$ cat config.mk
export PLATFORM = sky130hd
export DESIGN_NAME = pio_cmd_receiver
export DESIGN_NICKNAME = d
export VERILOG_FILES = /design/src/rtl/pio_cmd_pkg.sv /design/src/rtl/box_fifo.sv /design/src/rtl/pio_cmd_receiver.sv
export SDC_FILE = /design/constraint.sdc
export NUM_CORES = 1
export LEC_CHECK = 0
export ABC_AREA = 1
export CELL_PAD_IN_SITES_DETAIL_PLACEMENT = 2
export CELL_PAD_IN_SITES_GLOBAL_PLACEMENT = 2
export CORE_MARGIN = 2
export CORE_UTILIZATION = 30
export DETAILED_ROUTE_END_ITERATION = 12
export PLACE_DENSITY = 0.68
export SLEW_MARGIN = 20
export SYNTH_ARGS = -nofsm -noshare
export SYNTH_HDL_FRONTEND = slang
export SYNTH_SLANG_ARGS = --single-unit
$ cat constraint.sdc
create_clock -name clk -period 5.6 [get_ports clk]
set_clock_uncertainty 0.2 [all_clocks]
set_input_delay 1.12 -clock clk [delete_from_list [all_inputs] [get_ports clk]]
set_output_delay 1.12 -clock clk [all_outputs]
set_load 0.005 [all_outputs]
$ cat src/rtl/pio_cmd_pkg.sv
// Shared opcodes, status bit positions, box record and FSM encoding for pio_cmd_receiver.
package pio_cmd_pkg;

  localparam logic [3:0] OP_NOP     = 4'd0;
  localparam logic [3:0] OP_BOX_LO  = 4'd1;
  localparam logic [3:0] OP_BOX_HI  = 4'd2;
  localparam logic [3:0] OP_CLEAR   = 4'd3;
  localparam logic [3:0] OP_SET_HEX = 4'd4;

  localparam int ST_ACK     = 15;
  localparam int ST_OVF     = 14;
  localparam int ST_ERR_SEQ = 13;
  localparam int ST_ERR_OP  = 12;
  localparam int ST_FSM_LSB = 8;
  localparam int ST_CNT_LSB = 0;

  // Box fields are sized for the widest supported coordinate; narrower builds zero-extend.
  localparam int COORD_MAX = 16;

  typedef struct packed {
    logic [COORD_MAX-1:0] x0;
    logic [COORD_MAX-1:0] y0;
    logic [COORD_MAX-1:0] x1;
    logic [COORD_MAX-1:0] y1;
  } box_t;

  typedef enum logic [3:0] {
    IDLE    = 4'd0,
    HAVE_LO = 4'd1
  } fsm_t;

endpackage

$ cat src/rtl/box_fifo.sv
// Registered FIFO with push/pop/flush; a push into a full FIFO succeeds only alongside a pop.
module box_fifo #(
  parameter  int DEPTH = 8,
  parameter  int WIDTH = 40,
  localparam int AW    = $clog2(DEPTH)
) (
  input  logic             clk,
  input  logic             reset,
  input  logic             push,
  input  logic             pop,
  input  logic             flush,
  input  logic [WIDTH-1:0] wdata,
  output logic [WIDTH-1:0] rdata,
  output logic             full,
  output logic             empty,
  output logic [AW:0]      count
);

  logic [WIDTH-1:0] mem [DEPTH];
  logic [AW-1:0]    wr_ptr, rd_ptr;
  logic             push_ok, pop_ok;

  assign empty   = (count == '0);
  assign full    = (count == (AW+1)'(DEPTH));
  assign pop_ok  = pop & ~empty;
  assign push_ok = push & (~full | pop_ok);
  assign rdata   = mem[rd_ptr];

  always_ff @(posedge clk) begin
    if (reset || flush) begin
      wr_ptr <= '0;
      rd_ptr <= '0;
      count  <= '0;
    end else begin
      if (push_ok) wr_ptr <= wr_ptr + AW'(1);
      if (pop_ok)  rd_ptr <= rd_ptr + AW'(1);
      case ({push_ok, pop_ok})
        2'b10:   count <= count + (AW+1)'(1);
        2'b01:   count <= count - (AW+1)'(1);
        default: ;
      endcase
    end
  end

  always_ff @(posedge clk) begin
    if (push_ok && !flush && !reset) mem[wr_ptr] <= wdata;
  end

endmodule

$ cat src/rtl/pio_cmd_receiver.sv
// Decodes toggle-strobed HPS PIO commands into boxes, hex value and status.
// Define BOX_CLIP_EN to order and clamp box corners to the frame before they are queued.
module pio_cmd_receiver
  import pio_cmd_pkg::*;
#(
  parameter int FIFO_DEPTH = 8,
  parameter int COORD_W    = 10,
  parameter int FRAME_W    = 640,
  parameter int FRAME_H    = 480
) (
  input  logic                 clk,
  input  logic                 reset,
  input  logic [31:0]          pio_data,
  input  logic [15:0]          pio_ctrl,
  output logic                 box_valid,
  input  logic                 box_ready,
  output logic [4*COORD_W-1:0] box_data,
  output logic [15:0]          hex_value,
  output logic [15:0]          status
);

  localparam int AW = $clog2(FIFO_DEPTH);

  logic [31:0]        d_q;
  logic [15:0]        c_q;
  logic               s_prev, armed, ack_toggle, overflow, err_seq, err_op;
  fsm_t               state;
  logic [COORD_W-1:0] lo_x, lo_y;
  logic [COORD_W-1:0] xa, xb, ya, yb;
  box_t               nb;
  logic               strobe_edge, push, pop, flush, full, empty;
  logic [3:0]         op;
  logic [AW:0]        fifo_cnt;
  logic [31:0]        cnt_ext;
  logic [7:0]         cnt8;
  logic [4*COORD_W-1:0] rdata;
  logic               unused_bits;

  // Inputs are sampled even during reset so arming sees the held strobe level.
  always_ff @(posedge clk) begin
    d_q <= pio_data;
    c_q <= pio_ctrl;
  end

  assign op          = c_q[3:0];
  assign strobe_edge = armed & (c_q[15] ^ s_prev);
  assign pop         = box_valid & box_ready;
  assign push        = strobe_edge & (op == OP_BOX_HI) & (state == HAVE_LO);
  assign flush       = strobe_edge & (op == OP_CLEAR);

  always_comb begin
    xa = lo_x;
    ya = lo_y;
    xb = d_q[16 +: COORD_W];
    yb = d_q[0  +: COORD_W];
`ifdef BOX_CLIP_EN
    if (xa > xb) begin xa = xb; xb = lo_x; end
    if (ya > yb) begin ya = yb; yb = lo_y; end
    if (32'(xa) > 32'(FRAME_W - 1)) xa = COORD_W'(FRAME_W - 1);
    if (32'(xb) > 32'(FRAME_W - 1)) xb = COORD_W'(FRAME_W - 1);
    if (32'(ya) > 32'(FRAME_H - 1)) ya = COORD_W'(FRAME_H - 1);
    if (32'(yb) > 32'(FRAME_H - 1)) yb = COORD_W'(FRAME_H - 1);
`endif
    nb    = '0;
    nb.x0 = COORD_MAX'(xa);
    nb.y0 = COORD_MAX'(ya);
    nb.x1 = COORD_MAX'(xb);
    nb.y1 = COORD_MAX'(yb);
  end

  box_fifo #(.DEPTH(FIFO_DEPTH), .WIDTH(4*COORD_W)) u_fifo (
    .clk   (clk),
    .reset (reset),
    .push  (push),
    .pop   (pop),
    .flush (flush),
    .wdata ({nb.x0[COORD_W-1:0], nb.y0[COORD_W-1:0], nb.x1[COORD_W-1:0], nb.y1[COORD_W-1:0]}),
    .rdata (rdata),
    .full  (full),
    .empty (empty),
    .count (fifo_cnt)
  );

  always_ff @(posedge clk) begin
    if (reset) begin
      armed      <= 1'b0;
      s_prev     <= 1'b0;
      ack_toggle <= 1'b0;
      overflow   <= 1'b0;
      err_seq    <= 1'b0;
      err_op     <= 1'b0;
      state      <= IDLE;
      lo_x       <= '0;
      lo_y       <= '0;
      hex_value  <= '0;
    end else if (!armed) begin
      armed  <= 1'b1;
      s_prev <= c_q[15];
    end else if (strobe_edge) begin
      s_prev     <= c_q[15];
      ack_toggle <= c_q[15];
      case (op)
        OP_NOP: ;
        OP_BOX_LO: begin
          lo_x  <= d_q[16 +: COORD_W];
          lo_y  <= d_q[0  +: COORD_W];
          state <= HAVE_LO;
        end
        OP_BOX_HI: begin
          if (state == HAVE_LO) begin
            state <= IDLE;
            if (full && !pop) overflow <= 1'b1;
          end else begin
            err_seq <= 1'b1;
          end
        end
        OP_CLEAR: begin
          overflow <= 1'b0;
          err_seq  <= 1'b0;
          err_op   <= 1'b0;
          state    <= IDLE;
        end
        OP_SET_HEX: hex_value <= d_q[15:0];
        default:    err_op    <= 1'b1;
      endcase
    end
  end

  assign box_valid = ~empty;
  assign box_data  = empty ? '0 : rdata;
  assign cnt_ext   = 32'(fifo_cnt);
  assign cnt8      = (cnt_ext > 32'd255) ? 8'hFF : cnt_ext[7:0];

  always_comb begin
    status                         = '0;
    status[ST_ACK]                 = ack_toggle;
    status[ST_OVF]                 = overflow;
    status[ST_ERR_SEQ]             = err_seq;
    status[ST_ERR_OP]              = err_op;
    status[ST_FSM_LSB +: 4]        = state;
    status[ST_CNT_LSB +: 8]        = cnt8;
  end

  assign unused_bits = ^{c_q[14:4], d_q, nb};

endmodule

==> results of run 1 <==
sequential cells by signal, indices dropped and copies added (netlist names), named ones only:
name           count
u_fifo.count       4
d_q               26
u_fifo.wr_ptr      3
lo_y              10
err_op             1
c_q                5
err_seq            1
ack_toggle         1
s_prev             1
u_fifo.rd_ptr      3
lo_x              10
armed              1
hex_value         16
state              1
u_fifo.mem       320
overflow           1
critical path, cell delays in order, from the launching register on:
cell and delay [ps]:
sky130_fd_sc_hd__dfxtp_1 450, sky130_fd_sc_hd__inv_1 130, sky130_fd_sc_hd__nand3_2 670, sky130_fd_sc_hd__buf_4 430
sky130_fd_sc_hd__o21ai_1 130, sky130_fd_sc_hd__nor2_1 340, sky130_fd_sc_hd__clkdlybuf4s50_1 580
power by group:
part | internal, mW | switching [mW]
registers | 3.25 | 0.0428
clock network | 1.66 | 1.20
logic | 0.101 | 0.136
per-layer routing:
layer  global-route usage (%)  up-vias  share of wire, %
met3                     3.09       80               4.2
met4                     5.21        0               2.5
met1                     20.3     5243                40
met5                        0        -                 0
li1                         -     4621                 -
met2                     31.9      194                53
placed cells by master (no fill, tap or decap), types with 3 or more instances in the layout:
cell type,instances
sky130_fd_sc_hd__inv_1,22
sky130_fd_sc_hd__o21ai_1,117
sky130_fd_sc_hd__nand2_1,66
sky130_fd_sc_hd__conb_1,7
sky130_fd_sc_hd__nand2_2,3
sky130_fd_sc_hd__nor2_2,3
sky130_fd_sc_hd__buf_4,16
sky130_fd_sc_hd__clkinv_1,6
sky130_fd_sc_hd__nor2_4,11
sky130_fd_sc_hd__dfxtp_1,84
sky130_fd_sc_hd__clkbuf_1,13
sky130_fd_sc_hd__nand3_1,42
sky130_fd_sc_hd__a21oi_1,43
sky130_fd_sc_hd__o22ai_1,40
sky130_fd_sc_hd__clkdlybuf4s50_1,99
sky130_fd_sc_hd__nand4_1,3
sky130_fd_sc_hd__buf_12,7
sky130_fd_sc_hd__xor2_1,3
sky130_fd_sc_hd__nor2_1,258
sky130_fd_sc_hd__clkbuf_16,45
sky130_fd_sc_hd__ha_1,5
sky130_fd_sc_hd__o21ai_0,86
sky130_fd_sc_hd__mux2i_1,40
sky130_fd_sc_hd__clkinv_2,9
sky130_fd_sc_hd__edfxtp_1,320
sky130_fd_sc_hd__bufinv_16,3
sky130_fd_sc_hd__clkbuf_8,3
layout make-up:
cell class | instances | area share [%]
flip-flops and latches | 407 | 60.8
multi-input cells | 738 | 19.9
repair buffers | 122 | 6.70
clock buffers | 61 | 6.51
well taps | 680 | 4.56
clock inverters | 20 | 0.972
inverters | 25 | 0.509
kinds of logic after synthesis:
kind of cell,after synthesis
other,1
xor gates and xnor gates,4
DFF,407
buffers and inverters,113
AOI/OAI and AO/OA,292
adders and majority gates,5
and+or+nand+nor,390
muxes,40
final timing paths:
check                   from           endpoint  cells past startpoint
max          u_fifo.count[2]       box_data[29]                      6
min             hex_value[7]       hex_value[7]                      2
max reg2reg          c_q[15]  u_fifo.mem[4][10]                      7
min reg2reg     hex_value[7]       hex_value[7]                      2
metrics by stage:
step                instance area (µm²)  std cells  util (%)  hold WS (ps)  power, mW
finish                            18700       2053      36.3           271       6.39
global route                      18700       2053      36.3           296       6.60
CTS                               18700       2053      36.3           275       6.46
detailed placement                17300       1972      33.6           262       3.60
global placement                  17300       1972      33.6           249       3.59
floorplan                         15600       1258         -           230       3.48
==> flow_summary.rst, run 1 <==
.. list-table::
   :header-rows: 1

   * - Metric
     - Value
   * - Status
     - finished clean
   * - Initial Util
     - 30.4%
   * - Post-Syn Instances
     - 1252
   * - Syn-to-layout area delta
     - 19.6%
   * - Total of flip-flops plus latches after synthesis
     - 407
   * - Number of buffers added by the clock tree synthesis step
     - 44
   * - CTS root buf
     - sky130_fd_sc_hd__clkbuf_16
   * - Count of nets after finishing
     - 1394
   * - Number of buffers added on ports
     - 99
   * - Final-report setup violation count
     - 0
   * - Insertion delay to the later sink of the worst-skew pair
     - 550 ps
   * - H-tree levels
     - 2
   * - Worst-case vdd ir drop
     - 0.236 mV
   * - Library cell with the largest summed area after synthesis
     - sky130_fd_sc_hd__edfxtp_1
   * - Initial DRT Pass Iterations
     - 5
   * - Synthesized cell area
     - 0.0156 mm²
   * - Pin count of the biggest net entering global routing
     - 72
   * - Routed via count divided by cell count
     - 4.94
   * - Post-detailed-route count of antenna-violating nets
     - 0
   * - Placement Setup Slack
     - 1550 ps
   * - Global-route wire length before repair
     - 70000 µm
   * - Synthesized-area fraction occupied by ao, oa, aoi and oai cells
     - 9.79%
   * - Total Die Area
     - 0.0539 mm²
   * - Maximum clock frequency
     - 0.217 GHz
   * - Fraction of layout cells with a size suffix above 1
     - 8.30%
   * - Post-synth ARST share
     - 0%
   * - Worst hold-check path type
     - reg -> reg
   * - Post-synthesis adder-cell area fraction
     - 0.401%
   * - Routed length per placed instance
     - 22.5 µm
   * - Worst setup path category
     - reg -> out
   * - Clock Sinks
     - 407
   * - Via count of the first global-routing pass
     - 11443
   * - Most common library cells after synthesis
     - sky130_fd_sc_hd__edfxtp_1, sky130_fd_sc_hd__nor2_1, sky130_fd_sc_hd__o21ai_1, sky130_fd_sc_hd__dfxtp_1, sky130_fd_sc_hd__o21ai_0
   * - Die Ht
     - 232 µm
   * - Area occupied by multi-input gates
     - 0.00372 mm²
   * - Hold buffer count at CTS
     - 0
   * - Slew Limit Fails
     - 0
   * - Total overflow reported by the global router
     - 0
   * - CTS tree
     - built
   * - Detailed Route WL
     - 46100 µm
   * - Antenna violations before repair
     - 0
   * - Max-slew headroom at the worst pin
     - 35.1%
   * - Number of endpoints with negative hold slack in the final report
     - 0
   * - Required time reported for the critical path endpoint
     - 4280 ps
   * - Number of resized instances in the post-cts repair step
     - 0
   * - Yosys cell types
     - 35
   * - Final worst-path cycle share
     - 82.3%
   * - I/O pin count
     - 124
   * - Post-synthesis average cell area
     - 12.5 µm²
   * - Critical-path maximum fanout
     - 27
   * - R2R Setup Slk
     - 2260 ps
   * - Clock buffer depth
     - 3
   * - Placeable core area
     - 0.0514 mm²
   * - Leak pwr
     - 6.06 nW
   * - Clock input transition at the sequential cells of the worst setup and hold paths
     - 60 ps
   * - GP Congestion
     - 0.708
   * - Actual slew at the worst max-slew pin
     - 973 ps
   * - Sequential element share of the synthesized area
     - 72.7%
   * - Setup Buffers After CTS
     - 0
   * - Basic-gate share of the synthesized area counting and, or, nand and nor cells
     - 10.3%
   * - CP endpoint kind
     - output port
   * - Fill cell instance count of the final layout
     - 5285
   * - Antenna Cells
     - 0
   * - Cells taking the most area after synthesis
     - sky130_fd_sc_hd__edfxtp_1, sky130_fd_sc_hd__dfxtp_1, sky130_fd_sc_hd__nor2_1, sky130_fd_sc_hd__o21ai_1, sky130_fd_sc_hd__o21ai_0
   * - Area occupied by registers
     - 0.0114 mm²
   * - Proportion of synthesized area in mux cells
     - 2.56%
   * - Largest family of logic cells by synthesized area
     - simple AND/OR/NAND/NOR gates
   * - Number of core rows
     - 83
   * - Number of design rule violations left after detail routing
     - 0
   * - Most frequently used cell type in the post-synthesis netlist
     - sky130_fd_sc_hd__edfxtp_1
   * - Gr usage total
     - 17.3%
   * - DRC marker count from the first detailed-route iteration
     - 592
   * - Max-cap check violation count
     - 0
   * - Dpl hpwl
     - 26500 µm
   * - Number of flops mapped to enable cells by yosys
     - 320
   * - Period minus WS final
     - 4610 ps
   * - Share of the synthesized area in the top cell type
     - 61.6%
   * - RSZ-0062 raised after global routing
     - false
   * - Area share of xor/xnor cells in the synthesized design
     - 0.224%
   * - Total power divided by cell area
     - 342 mW/mm²
   * - Final total negative setup slack
     - 0 ps
   * - Worst endpoint data arrival time
     - 3290 ps
   * - YS warnings
     - 0
   * - Kind of launch point of the worst setup path
     - flop
   * - Horizontal extent of the die
     - 232 µm
   * - Total number of vias
     - 10138
   * - Flip-flop cell with the highest count after synthesis
     - sky130_fd_sc_hd__edfxtp_1
   * - Fin worst setup slack
     - 993 ps
(Power assumes the default switching activity.)
==> run 2, diff against run 1 <==
- PLACE_DENSITY: 0.68 -> 0.71
- clock period: 5.6 -> 3.82 ns (I/O delays scaled with it)
==> flow_summary.rst, run 2 (synthesis results as in run 1) <==
.. list-table::
   :header-rows: 1

   * - Metric
     - Value
   * - Detailed Route WL
     - 45200 µm (-2.0%)
   * - Cells along the critical path
     - buf_4 > o21ai_0 > o22ai_1 > nor2_1 > nor2_1 > clkdlybuf4s50_1
   * - Routed via count divided by cell count
     - 4.91 (-0.57%)
   * - Horizontal extent of the die
     - 232 µm (unchanged)
   * - Total number of vias
     - 10120 (-0.18%)
   * - Antenna violations before repair
     - 1 (+1)
   * - Total Die Area
     - 0.0539 mm² (unchanged)
   * - Total power divided by cell area
     - 495 mW/mm² (+45%)
   * - Max-slew headroom at the worst pin
     - 48.8% (+14 points)
   * - Initial DRT Pass Iterations
     - 4 (-1)
   * - Initial Util
     - 30.4% (unchanged)
   * - Clock Sinks
     - 407 (unchanged)
   * - Worst setup path category
     - reg -> out
   * - CTS root buf
     - sky130_fd_sc_hd__clkbuf_16
   * - Worst path max stage delay
     - 560 ps (-110 ps)
   * - DRC marker count from the first detailed-route iteration
     - 544 (-8.1%)
   * - Category of cells accounting for the largest share of critical-path delay
     - buffers and inverters
   * - Worst endpoint data arrival time
     - 2710 ps (-580 ps)
   * - Routed length per placed instance
     - 21.9 µm (-2.4%)
   * - Clock buffer depth
     - 3 (unchanged)
   * - Commonest non-fill, non-tap cells in the layout
     - sky130_fd_sc_hd__edfxtp_1, sky130_fd_sc_hd__nor2_1, sky130_fd_sc_hd__o21ai_1
   * - Pin count of the biggest net entering global routing
     - 86 (+19%)
   * - Number of endpoints with negative hold slack in the final report
     - 0 (unchanged)
   * - Placed Cells incl. Taps
     - 1982 (+0.51%)
   * - Placeable core area
     - 0.0514 mm² (unchanged)
   * - Via count of the first global-routing pass
     - 11421 (-0.19%)
   * - H-tree levels
     - 2 (unchanged)
   * - Setup Buffers After CTS
     - 0 (unchanged)
   * - Slowest stage cell, crit path
     - sky130_fd_sc_hd__clkdlybuf4s50_1
   * - Total overflow reported by the global router
     - 0 (unchanged)
   * - Actual slew at the worst max-slew pin
     - 766 ps (-207 ps)
   * - Number of flip-flops in the largest register
     - 320 (unchanged)
   * - Required time reported for the critical path endpoint
     - 2860 ps (-1420 ps)
   * - Leak pwr
     - 6.14 nW (+1.3%)
   * - Number of buffers added by the clock tree synthesis step
     - 42 (-4.5%)
   * - Die Ht
     - 232 µm (unchanged)
   * - RSZ-0062 raised after global routing
     - false
   * - Hold buffer count at CTS
     - 0 (unchanged)
   * - Most common cell after layout, fill and taps aside
     - sky130_fd_sc_hd__edfxtp_1
   * - Final-report setup violation count
     - 0 (unchanged)
   * - CTS tree
     - built
   * - Count of nets after finishing
     - 1402 (+0.57%)
   * - Critical-path maximum fanout
     - 39 (+44%)
   * - Placement Setup Slack
     - 602 ps (-944 ps)
   * - Fin worst setup slack
     - 143 ps (-851 ps)
   * - Sum of buffers and inverters on the critical path
     - 2 (-1)
   * - Global-route wire length before repair
     - 68600 µm (-2.0%)
   * - Hold WS
     - 266 ps (-5.48 ps)
   * - Number of buffers added on ports
     - 99 (unchanged)
   * - Kind of launch point of the worst setup path
     - flop
   * - Cell repeated most along the worst path
     - sky130_fd_sc_hd__nor2_1
   * - GP Congestion
     - 0.713 (+0.71%)
   * - Clock input transition at the sequential cells of the worst setup and hold paths
     - 60 ps (about the same)
   * - Insertion delay to the later sink of the worst-skew pair
     - 560 ps (about the same)
   * - Post-detailed-route count of antenna-violating nets
     - 0 (unchanged)
   * - Number of core rows
     - 83 (unchanged)
   * - I/O pin count
     - 124 (unchanged)
   * - Gr usage total
     - 16.9% (-0.36 points)
   * - Most flop-heavy register
     - u_fifo.mem
   * - Number of design rule violations left after detail routing
     - 0 (unchanged)
   * - Final total negative setup slack
     - 0 ps (unchanged)
   * - CP endpoint kind
     - output port
   * - Syn-to-layout area delta
     - 20.9%
   * - Worst hold-check path type
     - reg -> reg
   * - Final worst-path cycle share
     - 96.3%
   * - Maximum clock frequency
     - 0.272 GHz
   * - Fraction of layout cells with a size suffix above 1
     - 9.13% (+0.83 points)
   * - Non-Filler Instances
     - 2061 (+0.39%)
   * - Worst-case vdd ir drop
     - 0.256 mV (+8.4%)
   * - Slew Limit Fails
     - 0 (unchanged)
   * - Period minus WS final
     - 3680 ps
   * - Status
     - finished clean
   * - Dpl hpwl
     - 26800 µm (+1.4%)
   * - Largest registers
     - u_fifo.mem: 320 flops, d_q: 26 flops, hex_value: 16 flops
   * - Max-cap check violation count
     - 0 (unchanged)
==> run 2: cell types whose count changed in the layout (fill, tap and decap cells not counted), moves of 2 or more <==
cell	delta
sky130_fd_sc_hd__clkbuf_1	-8
sky130_fd_sc_hd__buf_6	+2
sky130_fd_sc_hd__nor2_1	-2
sky130_fd_sc_hd__nor2_2	+2
sky130_fd_sc_hd__buf_12	+8
sky130_fd_sc_hd__inv_6	-2
sky130_fd_sc_hd__clkinv_1	+5
==> run 2: worst min-delay path: cells and delay by family (launching register included) <==
kind | cells | cell delay [ps]
buffers and inverters | 1 | 50
AOI/OAI and AO/OA | 1 | 60
DFF | 1 | 310
==> run 2: layout make-up <==
cell class | instances | area, µm²
Fill cell | 5238 | 32500
Sequential cell | 407 | 11400
Clock inverter | 26 | 220
Tap cell | 680 | 851
Antenna cell | 1 | 2.50
Inverter | 25 | 95.1
Clock buffer | 52 | 1170
Multi-Input combinational cell | 738 | 3730
Timing Repair Buffer | 132 | 1430
==> run 2: where the power goes <==
part / switching, mW / internal, mW
Sequential: 0.0528 / 4.77
Combinational: 0.211 / 0.159
Clock: 1.70 / 2.44
Total: 1.97 / 7.37
==> run 2: stage by stage <==
| step | cell area, µm² | power (mW) | utilization [%] |
|---|---|---|---|
| 2_1_floorplan | 15600 | 5.10 | - |
| 5_1_grt | 18900 | 9.64 | 36.7 |
| 3_3_place_gp | 17500 | 5.28 | 33.9 |
| 6_report | 18900 | 9.34 | 36.7 |
| 3_5_place_dp | 17500 | 5.29 | 33.9 |
| 4_1_cts | 18900 | 9.44 | 36.7 |
==> run 2: repair_timing <==
action / in CTS / in global routing
endpoints found under the setup margin: 11 / 6
resized for setup: 1 / 4
pin swaps: 0 / 0
==> run 2: worst paths after layout <==
check	start	to	slack, ps	cells past startpoint
worst max-delay path	flop	box_data[9]	140	6
worst min-delay path	overflow	overflow	270	2
worst max register to register	u_fifo.count[0]	u_fifo.count[2]	930	12
worst min register to register	overflow	overflow	270	2
==> run 2: per-layer routing <==
| layer | vias to the layer above | GRT usage [%] | part of all wire (%) |
|---|---|---|---|
| li1 | 4635 | - | - |
| met1 | 5198 | 19.9 | 41 |
| met2 | 203 | 30.6 | 52 |
| met3 | 84 | 3.36 | 4.8 |
| met4 | 0 | 5.91 | 2.8 |
| met5 | - | 0 | 0 |
==> run 3, diff against run 2 <==
- CAP_MARGIN: not set -> 20
- CORE_ASPECT_RATIO: not set -> 0.5
- GPL_TIMING_DRIVEN: not set -> 0
==> flow_summary.rst, run 3 (synthesis results as in run 1) <==
.. list-table::
   :header-rows: 1

   * - Metric
     - Value
   * - Status
     - finished clean
   * - Commonest non-fill, non-tap cells in the layout
     - sky130_fd_sc_hd__edfxtp_1, sky130_fd_sc_hd__nor2_1, sky130_fd_sc_hd__o21ai_1
   * - Dpl hpwl
     - 32900 µm (+22%)
   * - RSZ-0062 raised after global routing
     - false
   * - Max-cap check violation count
     - 0 (unchanged)
   * - Total number of vias
     - 10627 (+5.0%)
   * - Total Die Area
     - 0.0540 mm² (+0.21%)
   * - Final worst-path cycle share
     - 97.4% (+1.1 points)
   * - Hold Path Origin
     - hex_value[7]
   * - Routed length per placed instance
     - 22.7 µm (+3.4%)
   * - Total power
     - 9.22 mW (-1.2%)
   * - Detailed Route WL
     - 48600 µm (+7.6%)
   * - Most flop-heavy register
     - u_fifo.mem
   * - Worst path max stage delay
     - 710 ps (+150 ps)
   * - Initial DRT Pass Iterations
     - 5 (+1)
   * - Antenna violations before repair
     - 0 (-1)
   * - CTS root buf
     - sky130_fd_sc_hd__clkbuf_16
   * - Slew Limit Fails
     - 0 (unchanged)
   * - Total overflow reported by the global router
     - 0 (unchanged)
   * - Final-report setup violation count
     - 0 (unchanged)
   * - Kind of launch point of the worst setup path
     - flop
   * - Initial Util
     - 30.2% (-0.16 points)
   * - Post-detailed-route count of antenna-violating nets
     - 0 (unchanged)
   * - Required time reported for the critical path endpoint
     - 2860 ps (about the same)
   * - Logic depth of the worst setup path including buffers
     - 5 (-1)
   * - Worst r2r dst
     - u_fifo.mem[7][16]
   * - Actual slew at the worst max-slew pin
     - 844 ps (+78.2 ps)
   * - Horizontal extent of the die
     - 327 µm (+41%)
   * - Insertion delay to the later sink of the worst-skew pair
     - 550 ps (about the same)
   * - Worst-case reg-to-reg path depth
     - 8 (-4)
   * - Most common cell after layout, fill and taps aside
     - sky130_fd_sc_hd__edfxtp_1
   * - Gr usage total
     - 17.8% (+0.92 points)
   * - Period minus WS final
     - 3720 ps (+42.8 ps)
   * - Worst hold-check path type
     - reg -> reg
   * - Total power divided by cell area
     - 482 mW/mm² (-2.6%)
   * - DRC marker count from the first detailed-route iteration
     - 706 (+30%)
   * - Number of buffers added on ports
     - 99 (unchanged)
   * - Antenna Cells
     - 0 (-1)
   * - Slowest stage cell, crit path
     - sky130_fd_sc_hd__dfxtp_1
   * - Worst setup path category
     - reg -> out
   * - Critical-path maximum fanout
     - 10 (-74%)
   * - Largest registers
     - u_fifo.mem: 320 flops, d_q: 26 flops, hex_value: 16 flops
   * - Placed Cells incl. Taps
     - 2070 (+4.4%)
   * - Routed via count divided by cell count
     - 4.96 (+0.94%)
   * - Number of endpoints with negative hold slack in the final report
     - 0 (unchanged)
   * - Leak pwr
     - 6.33 nW (+3.0%)
   * - Placeable core area
     - 0.0517 mm² (+0.52%)
   * - Cells along the critical path
     - inv_1 > clkbuf_2 > o21ai_1 > nor2_1 > clkdlybuf4s50_1
   * - Syn-to-layout area delta
     - 22.6%
   * - Count of nets after finishing
     - 1467 (+4.6%)
   * - Final standard cell area without fillers
     - 0.0191 mm² (+1.4%)
   * - CP endpoint kind
     - output port
   * - Non-Filler Instances
     - 2144 (+4.0%)
   * - Placed standard-cell area
     - 0.0178 mm² (+2.1%)
   * - Fraction of layout cells with a size suffix above 1
     - 11.2% (+2.1 points)
   * - Number of buffers added by the clock tree synthesis step
     - 41 (-2.4%)
   * - H-tree levels
     - 2 (unchanged)
   * - Startpoint of the worst register-to-register path
     - c_q[15]
   * - GP Congestion
     - 0.790 (+11%)
   * - Termination of the worst setup path
     - box_data[9]
   * - Number of flip-flops in the largest register
     - 320 (unchanged)
   * - CTS tree
     - built
   * - Clock input transition at the sequential cells of the worst setup and hold paths
     - 60 ps (about the same)
   * - Clock Sinks
     - 407 (unchanged)
   * - Die Ht
     - 165 µm (-29%)
   * - Pin count of the biggest net entering global routing
     - 26 (-70%)
   * - Final total negative setup slack
     - 0 ps (unchanged)
   * - Sum of buffers and inverters on the critical path
     - 3 (+1)
   * - I/O pin count
     - 124 (unchanged)
   * - Max-slew headroom at the worst pin
     - 43.6% (-5.2 points)
   * - Maximum clock frequency
     - 0.269 GHz (-1.2%)
   * - Number of design rule violations left after detail routing
     - 0 (unchanged)
   * - R2R Setup Slk
     - 1030 ps (+100 ps)
   * - Number of core rows
     - 59 (-29%)
   * - Hold WS
     - 270 ps (+4.43 ps)
   * - Via count of the first global-routing pass
     - 11863 (+3.9%)
   * - Category of cells accounting for the largest share of critical-path delay
     - buffers and inverters
   * - Worst-case vdd ir drop
     - 0.259 mV (+1.3%)
   * - Global-route wire length before repair
     - 72600 µm (+5.9%)
   * - Clock buffer depth
     - 3 (unchanged)
   * - Worst endpoint data arrival time
     - 2760 ps (+50 ps)
## run 3: cell types whose count changed in the layout (fill, tap and decap cells not counted), moves of 6 or more
cell                       before  now
sky130_fd_sc_hd__buf_12        15    9
sky130_fd_sc_hd__buf_2          0   26
sky130_fd_sc_hd__buf_6          2   12
sky130_fd_sc_hd__clkbuf_1       5   33
sky130_fd_sc_hd__clkbuf_2       0    8
sky130_fd_sc_hd__clkinv_1      11    0
## run 3: power breakdown
group | internal (mW) | total (mW) | switching (mW)
logic | 0.171 | 0.406 | 0.235
clock network | 2.28 | 3.99 | 1.71
registers | 4.77 | 4.83 | 0.0561
## run 3: what timing repair did
item / in CTS / in global routing
setup buffers: 0 / 0
gates resized for setup: 2 / 12
hold buffers: 0 / 0
endpoints found under the setup margin: 26 / 16
## run 3: cell type report
cell class | instances | area (µm²)
Fill cell | 5344 | 32500
Sequential cell | 407 | 11400
Multi-Input combinational cell | 738 | 3710
Timing Repair Buffer | 111 | 1250
Clock buffer | 66 | 1230
Tap cell | 701 | 877
Buffer | 87 | 538
Inverter | 25 | 93.8
Clock inverter | 9 | 78.8
## run 3: worst min-delay path, cell delays in order, from the launching register on
cell and delay (ps):
sky130_fd_sc_hd__dfxtp_1 310, sky130_fd_sc_hd__nand2_1 60, sky130_fd_sc_hd__a21oi_1 50
## run 3: how the worst min path moves through the flow
stage	endpoint	cells past startpoint
final	hex_value[7]	2
after global routing	hex_value[7]	2
after CTS	hex_value[7]	2
after detailed placement	overflow	2
after global placement	overflow	2
after floorplan	overflow	2
## run 3: per-layer routing
| layer | track usage (%) | routed length, µm |
|---|---|---|
| met5 | 0 | 0 |
| met4 | 5.17 | 1210 |
| met3 | 2.60 | 1940 |
| met2 | 32.0 | 24500 |
| met1 | 22.5 | 20900 |
## run 3: stage by stage
stage | setup slack, ps | utilization [%]
6_report | 99.7 | 37.0
5_1_grt | 13.4 | 37.0
4_1_cts | 3.08 | 37.0
3_5_place_dp | 257 | 34.5
3_3_place_gp | -2120 | 33.9
2_1_floorplan | 225 | -
